--- src/rtl/coil_dwell_guard.sv ---
// coil_dwell_guard: forwards coil charge requests while enforcing max dwell, min rest and sync-loss cutoff
module coil_dwell_guard #(
  parameter int CNT_W = 24
) (
  input  logic             clk,
  input  logic             reset_n,
  input  logic             enable,
  input  logic             ign_req,
  input  logic [CNT_W-1:0] max_dwell,
  input  logic [CNT_W-1:0] min_off,
  input  logic             fault_clr,
  output logic             coil_out,
  output logic             charging,
  output logic [CNT_W-1:0] last_dwell,
  output logic             fault_overdwell,
  output logic             fault_missed
);
  typedef enum logic [1:0] {IDLE, CHARGE, FORCED_OFF, REST} state_t;
  state_t state, state_n;
  logic req_q, rise, start, over_set, miss_set;
  logic [CNT_W-1:0] dwell_cnt, dwell_cnt_n, off_cnt, off_cnt_n;
  logic [CNT_W-1:0] lim_q, lim_q_n, off_q, off_q_n, last_dwell_n;
  assign rise = ign_req & ~req_q;
  assign start = rise & enable & (max_dwell != '0);
  assign coil_out = (state == CHARGE);
  assign charging = (state == CHARGE);
  always_comb begin
    state_n = state;
    dwell_cnt_n = dwell_cnt;
    off_cnt_n = off_cnt;
    lim_q_n = lim_q;
    off_q_n = off_q;
    last_dwell_n = last_dwell;
    over_set = 1'b0;
    miss_set = 1'b0;
    case (state)
      IDLE: begin
        miss_set = rise & ~start;
        if (start) begin
          state_n = CHARGE;
          dwell_cnt_n = CNT_W'(1);
          lim_q_n = max_dwell;
        end
      end
      CHARGE: begin
        if (!ign_req) state_n = REST;
        else if (!enable) state_n = FORCED_OFF;
        else if (dwell_cnt == lim_q) begin
          state_n = FORCED_OFF;
          over_set = 1'b1;
        end else dwell_cnt_n = dwell_cnt + CNT_W'(1);
      end
      FORCED_OFF: begin
        miss_set = rise;
        if (!ign_req) state_n = REST;
      end
      default: begin
        miss_set = rise;
        if (off_cnt >= off_q) state_n = IDLE;
        else off_cnt_n = off_cnt + CNT_W'(1);
      end
    endcase
    if (state == CHARGE && state_n != CHARGE) last_dwell_n = dwell_cnt;
    // every path into REST restarts the rest timer with a fresh min_off
    if (state_n == REST && state != REST) begin
      off_cnt_n = CNT_W'(1);
      off_q_n = min_off;
    end
  end
  always_ff @(posedge clk or negedge reset_n) begin
    if (!reset_n) begin
      state <= IDLE;
      req_q <= 1'b1;
      dwell_cnt <= '0;
      off_cnt <= '0;
      lim_q <= '0;
      off_q <= '0;
      last_dwell <= '0;
      fault_overdwell <= 1'b0;
      fault_missed <= 1'b0;
    end else begin
      state <= state_n;
      req_q <= ign_req;
      dwell_cnt <= dwell_cnt_n;
      off_cnt <= off_cnt_n;
      lim_q <= lim_q_n;
      off_q <= off_q_n;
      last_dwell <= last_dwell_n;
      fault_overdwell <= over_set | (fault_overdwell & ~fault_clr);
      fault_missed <= miss_set | (fault_missed & ~fault_clr);
    end
  end
endmodule

--- config.mk ---
export PLATFORM = sky130hd
export DESIGN_NAME = coil_dwell_guard
export DESIGN_NICKNAME = d
export VERILOG_FILES = /design/src/rtl/coil_dwell_guard.sv
export SDC_FILE = /design/constraint.sdc
export NUM_CORES = 1
export LEC_CHECK = 0
export CAP_MARGIN = 20
export CORE_ASPECT_RATIO = 0.75
export CORE_MARGIN = 1
export CORE_UTILIZATION = 35
export DETAILED_ROUTE_END_ITERATION = 7
export MAX_ROUTING_LAYER = met4
export PLACE_DENSITY = 0.6
export RECOVER_POWER = 25
export SKIP_CTS_REPAIR_TIMING = 1
export SLEW_MARGIN = 20
export SYNTH_ARGS = -nofsm -noshare
export SYNTH_HDL_FRONTEND = slang
export SYNTH_SLANG_ARGS = --single-unit
--- constraint.sdc ---
create_clock -name clk -period 2.5 [get_ports clk]
set_input_delay 0.5 -clock clk [delete_from_list [all_inputs] [get_ports clk]]
set_output_delay 0.5 -clock clk [all_outputs]
set_load 0.02 [all_outputs]
==> results.toml, run 1 <==
[sta]
setup_slack_ps = 140
post-route-period-util_pct = 94.4
setup_viol = 0
whs_ps = 252
grt_setup_unrepaired = "yes"
tightest_slew_ps = 1040
fin_worst_skew_ps = 6.65
period_minus_slack_ps = 2360
slew_headroom_pct = 30.8
hold_viol = 0
final_max_slew_viol_count = 0
clock.fmax_mhz = 424

[route]
wl_per_cell_um = 16.1
totalWireLength_um = 16900
postRouteAntennaNets = 0
dr.pass1.iters = 5
routed_via_density = 5.03
dr.first_iter.drc_count = 363
drc = 0
vias = 5303

[placement]
dp_slack_ps = 4.08
port_buffers = 80
dp_hpwl_um = 12300
gp_congestion = 0.822

[die]
core_area_sq_um = 18600
die_w_um = 161
start_util_pct = 35.8
pin_count = 81
rows = 43
fp.dieArea_sq_um = 19600
die_h_um = 121

[final_layout]
drive_gt1_share_pct = 15.7
utilization_pct = 46.2
finalNetCount = 873
antennaDiodeCount = 0
layout_commonest_cell = "nand2_1"
syn2layout_area_growth_pct = 28.9
layout_common_cells = "136 x nand2_1, 124 x dfrtp_1, 79 x clkdlybuf4s50_1"

[flow_run]
drv_cap = 0

[outcome]
status = "finished clean"

[synth]
syn_inst = 681
yosysWarnings = 0
synth.avg_cell_area_sq_um = 9.77
synth-edff-count = 0
netlist_area_sq_um = 6650
ys_ff_latch = 125
ys.flop_type = "dfrtp_1"
ys_types = 54
ys_seq_area_share_pct = 47.0
syn_nets = 760
synthArstFlopShare_pct = 100

[pwr]
power.density_nw_per_um2 = 893
max-vdd-ir-drop_mv = 0.462
p_leak_uw = 0.00385

[global_route]
grt_pass1_wl_um = 27700
grt_max_degree = 63
grt-ovfl-total = 0
grt_antenna_before_repair = 0
grt_usage_pct = 19.0
grt_pass1_vias = 4972

[hold_path]
min_path_type = "primary input to async pin"

[worst_setup_path]
reg2reg_from = "off_cnt[13]"
r2r_slack_ps = 140
cp-end-kind = "flop"
crit_type = "flop to flop"
worstRegToRegCells = 9
cp-start-kind = "flop"
crit_end = "off_cnt[21]"
crit_start = "off_cnt[13]"
crit_required_ps = 2840
arrival_ps = 2700
cp_max_fo = 16
r2r_end = "off_cnt[21]"

[clocking]
path_clk_slew_ps = 60
cts.sinks = 125
h-tree-depth = 4
cts_tree = "built"
cts_buffers = 17
clockBufferDepth = 2
clockRootBuffer = "clkbuf_16"
insertion_delay_ps = 420
-- per-layer routing --
layer,track usage [%],up-vias,share of wire [%]
met3,4.68,15,5.4
met4,5.60,0,1.2
met1,30.7,2511,57
met5,-,-,0
met2,22.0,136,36
li1,-,2641,-
-- cell families after synthesis --
logic type / after synthesis / synth area share (%)
simple gates: 269 / 20.1
flops: 125 / 47.0
compound gates: 124 / 12.1
buf+inv: 72 / 4.96
xor+xnor: 33 / 4.57
mux: 32 / 6.34
fa+ha+maj: 26 / 4.89
-- sequential cells by signal, summed over array words and instances, names as in the netlist --
signal           count
off_cnt             24
fault_overdwell      1
fault_missed         1
off_q               24
state                2
dwell_cnt           24
last_dwell          24
req_q                1
lim_q               24
-- metrics by stage --
stage                     setup TNS [ps]  power [uW]  instances  instance area [sq um]
after global placement                 0        5270       1022                   8020
after CTS                              0        7700       1054                   8580
after global routing               -33.1        8160       1054                   8580
after floorplan                        0        4420        681                   6650
after detailed placement               0        5320       1022                   8020
final                                  0        7660       1054                   8580
-- final cells by class --
type	instances	area [sq um]
fillers	1805	9990
multi-input cells	484	3230
flip-flops and latches	125	3130
repair buffers	132	1220
clock buffers	18	439
well taps	247	309
inverters	34	128
clock inverters	14	120
-- report_power, final --
part           switching, uW  internal, uW
Combinational           1370          1090
Clock                    958          1390
Sequential               342          2520
-- how the worst min path moves through the flow --
stage | to | cells after the start
2_1_floorplan | dwell_cnt[0] | 0
3_3_place_gp | lim_q[2] | 2
3_5_place_dp | lim_q[2] | 2
4_1_cts | last_dwell[22] | 1
5_1_grt | last_dwell[22] | 1
6_report | last_dwell[17] | 1
-- cells in the mapped netlist, drive strengths merged, types with 2 or more instances --
| cell type | number | share of area [%] |
|---|---|---|
| and3 | 7 | 0.66 |
| mux2 | 24 | 5.1 |
| and2 | 4 | 0.38 |
| nor4 | 9 | 1.1 |
| clkbuf | 23 | 1.3 |
| a31o | 4 | 0.53 |
| a31oi | 10 | 1.2 |
| a211oi | 7 | 0.79 |
| ha | 26 | 4.9 |
| nand3 | 21 | 1.6 |
| o31ai | 15 | 1.7 |
| nand2b | 11 | 1.0 |
| o211ai | 3 | 0.34 |
| a2111oi | 2 | 0.26 |
| mux2i | 8 | 1.2 |
| nor3 | 8 | 0.68 |
| o311ai | 3 | 0.39 |
| dfrtp | 124 | 47 |
| nand2 | 137 | 7.8 |
| inv | 34 | 1.9 |
| or4 | 14 | 1.6 |
| nand4 | 21 | 2.1 |
| xnor2 | 33 | 4.6 |
| o21ai | 33 | 2.5 |
| a21oi | 32 | 2.4 |
| a21o | 3 | 0.34 |
| and4 | 11 | 1.5 |
| a41o | 6 | 0.92 |
| nor2 | 22 | 1.2 |
| buf | 15 | 1.7 |
-- critical path, cell delays in order (launching register included) --
cell and delay, ps:
dfrtp_1 440, ha_1 330, a21oi_1 160, o21ai_0 110, o21ai_1 170, buf_4 150
a31oi_2 50, buf_4 210, or4_1 470, a21oi_1 180
Note: power is estimated with default switching activity, not from simulation.
==> inputs of run 2 (changes only) <==
==> constraint.sdc (replaced) <==
create_clock -name clk -period 2.5 [get_ports clk]
set_input_delay 0.5 -clock clk [delete_from_list [all_inputs] [get_ports clk]]
set_output_delay 0.5 -clock clk [all_outputs]
set_load 0.1 [all_outputs]
==> run 2 against run 1 <==
Against the previous run:
- via count fell by 0.79%
- non-clock buffer count shrank 2
- clock skew grew 2.8 ps
- flip-flop and latch count unchanged
- hold slack better by 22 ps
- wire length shrank 0.51%
- cell area rose by 0.15%
- highest routed layer unchanged
- final cell count fell by 0.19%
- global-route usage is 0.21 points lower
- critical path depth decreased by 1
==> results.toml, run 2 (synthesis results as in run 1) <==
[sta]
fin_worst_skew_ps = 9.41
tightest_slew_ps = 1080
post-route-period-util_pct = 93.8
setup_viol = 0
final_max_slew_viol_count = 0
hold_viol = 0
slew_headroom_pct = 28.0
period_minus_slack_ps = 2350
tns_ps = 0
grt_setup_unrepaired = "no"
clock.fmax_mhz = 426

[route]
highest_layer = "met4"
routed_via_density = 5.00
routed-wl-met2_um = 6280
vias = 5261
dr.first_iter.drc_count = 426
wl_per_cell_um = 16.0
wl_met1_um = 9750
dr.pass1.iters = 5
totalWireLength_um = 16900
met3_length_um = 709
drc = 0
postRouteAntennaNets = 0

[worst_setup_path]
critPathMaxStageDelay_ps = 470
cp-start-kind = "flop"
r2r_end = "off_cnt[20]"
arrival_ps = 2690
reg2reg_from = "off_cnt[5]"
worstRegToRegCells = 8
cp_max_fo = 16
crit_path_cell_trace = "ha_1, a211oi_2, nand2_1, o2111ai_2, a31oi_2, buf_4, or4_1, a21oi_1"
crit_required_ps = 2840
cp-end-kind = "flop"
crit_type = "flop to flop"
cp.buffers_inverters = 1
crit_family = "compound AO/OA/AOI/OAI gates"
r2r_slack_ps = 150
cp_slowest_cell = "or4_1"

[global_route]
grt_max_degree = 63
grt_usage_pct = 18.8
grt_antenna_before_repair = 0
grt_pass1_wl_um = 27300
grt-ovfl-total = 0
grt_pass1_vias = 5015

[clocking]
cts_tree = "built"
cts_buffers = 17
insertion_delay_ps = 420
cts.sinks = 125
path_clk_slew_ps = 60
clockRootBuffer = "clkbuf_16"
h-tree-depth = 4
clockBufferDepth = 2

[placement]
gp_congestion = 0.821
port_buffers = 80
dp_hpwl_um = 12200
dp_cells = 1019

[die]
rows = 43
start_util_pct = 35.8
core_area_sq_um = 18600
pin_count = 81
fp.dieArea_sq_um = 19600
die_h_um = 121
die_w_um = 161

[pwr]
p_leak_uw = 0.00395
power.density_nw_per_um2 = 968
max-vdd-ir-drop_mv = 0.884

[final_layout]
finalNetCount = 871
fillers = 1754
layout_common_cells = "136 x nand2_1, 124 x dfrtp_1, 71 x buf_4"
layout_commonest_cell = "nand2_1"
antennaDiodeCount = 0
final_cells = 1052
drive_gt1_share_pct = 19.4
syn2layout_area_growth_pct = 29.1

[outcome]
status = "finished clean"

[hold_path]
min_path_type = "primary input to async pin"

[flow_run]
drv_cap = 0
==> run 2: through the flow <==
step | util [%] | total power [uW] | hold slack [ps] | setup WS, ps | cell area [sq um]
after global placement | 42.9 | 5690 | 479 | 31.5 | 7960
after floorplan | - | 4800 | 204 | 62.4 | 6650
after CTS | 46.2 | 8370 | 91.7 | 92.4 | 8580
final | 46.3 | 8320 | 274 | 155 | 8590
after detailed placement | 42.9 | 5740 | 484 | 12.6 | 7960
after global routing | 46.3 | 8830 | 350 | 11.3 | 8590
==> run 2: worst max path at each step <==
stage,start,to,slack [ps],cells after the start
after global placement,ign_req,dwell_cnt[10],30,8
final,off_cnt[5],off_cnt[20],150,8
after detailed placement,enable,dwell_cnt[10],10,8
after floorplan,off_cnt[21],state[1],60,9
after CTS,off_cnt[5],off_cnt[20],90,8
after global routing,off_cnt[15],off_cnt[20],10,9
==> run 2: report_power, final <==
part           internal [uW]  switching, uW  leakage, uW
registers               2520            352      0.00165
clock network           1620            958     0.000303
logic                   1110           1750      0.00200
total                   5250           3060      0.00395
==> run 2: final cells by class <==
class	count	area [sq um]	area share, %
Clock buffer	19	453	5.27
Inverter	34	128	1.49
Multi-Input combinational cell	484	3230	37.6
Clock inverter	13	165	1.92
Timing Repair Buffer	130	1170	13.7
Sequential cell	125	3130	36.4
Tap cell	247	309	3.60
==> run 2: routing by layer <==
metal	track usage [%]	vias to the layer above
li1	-	2638
met1	30.4	2503
met2	22.4	111
met3	4.31	9
met4	4.66	0
met5	-	-
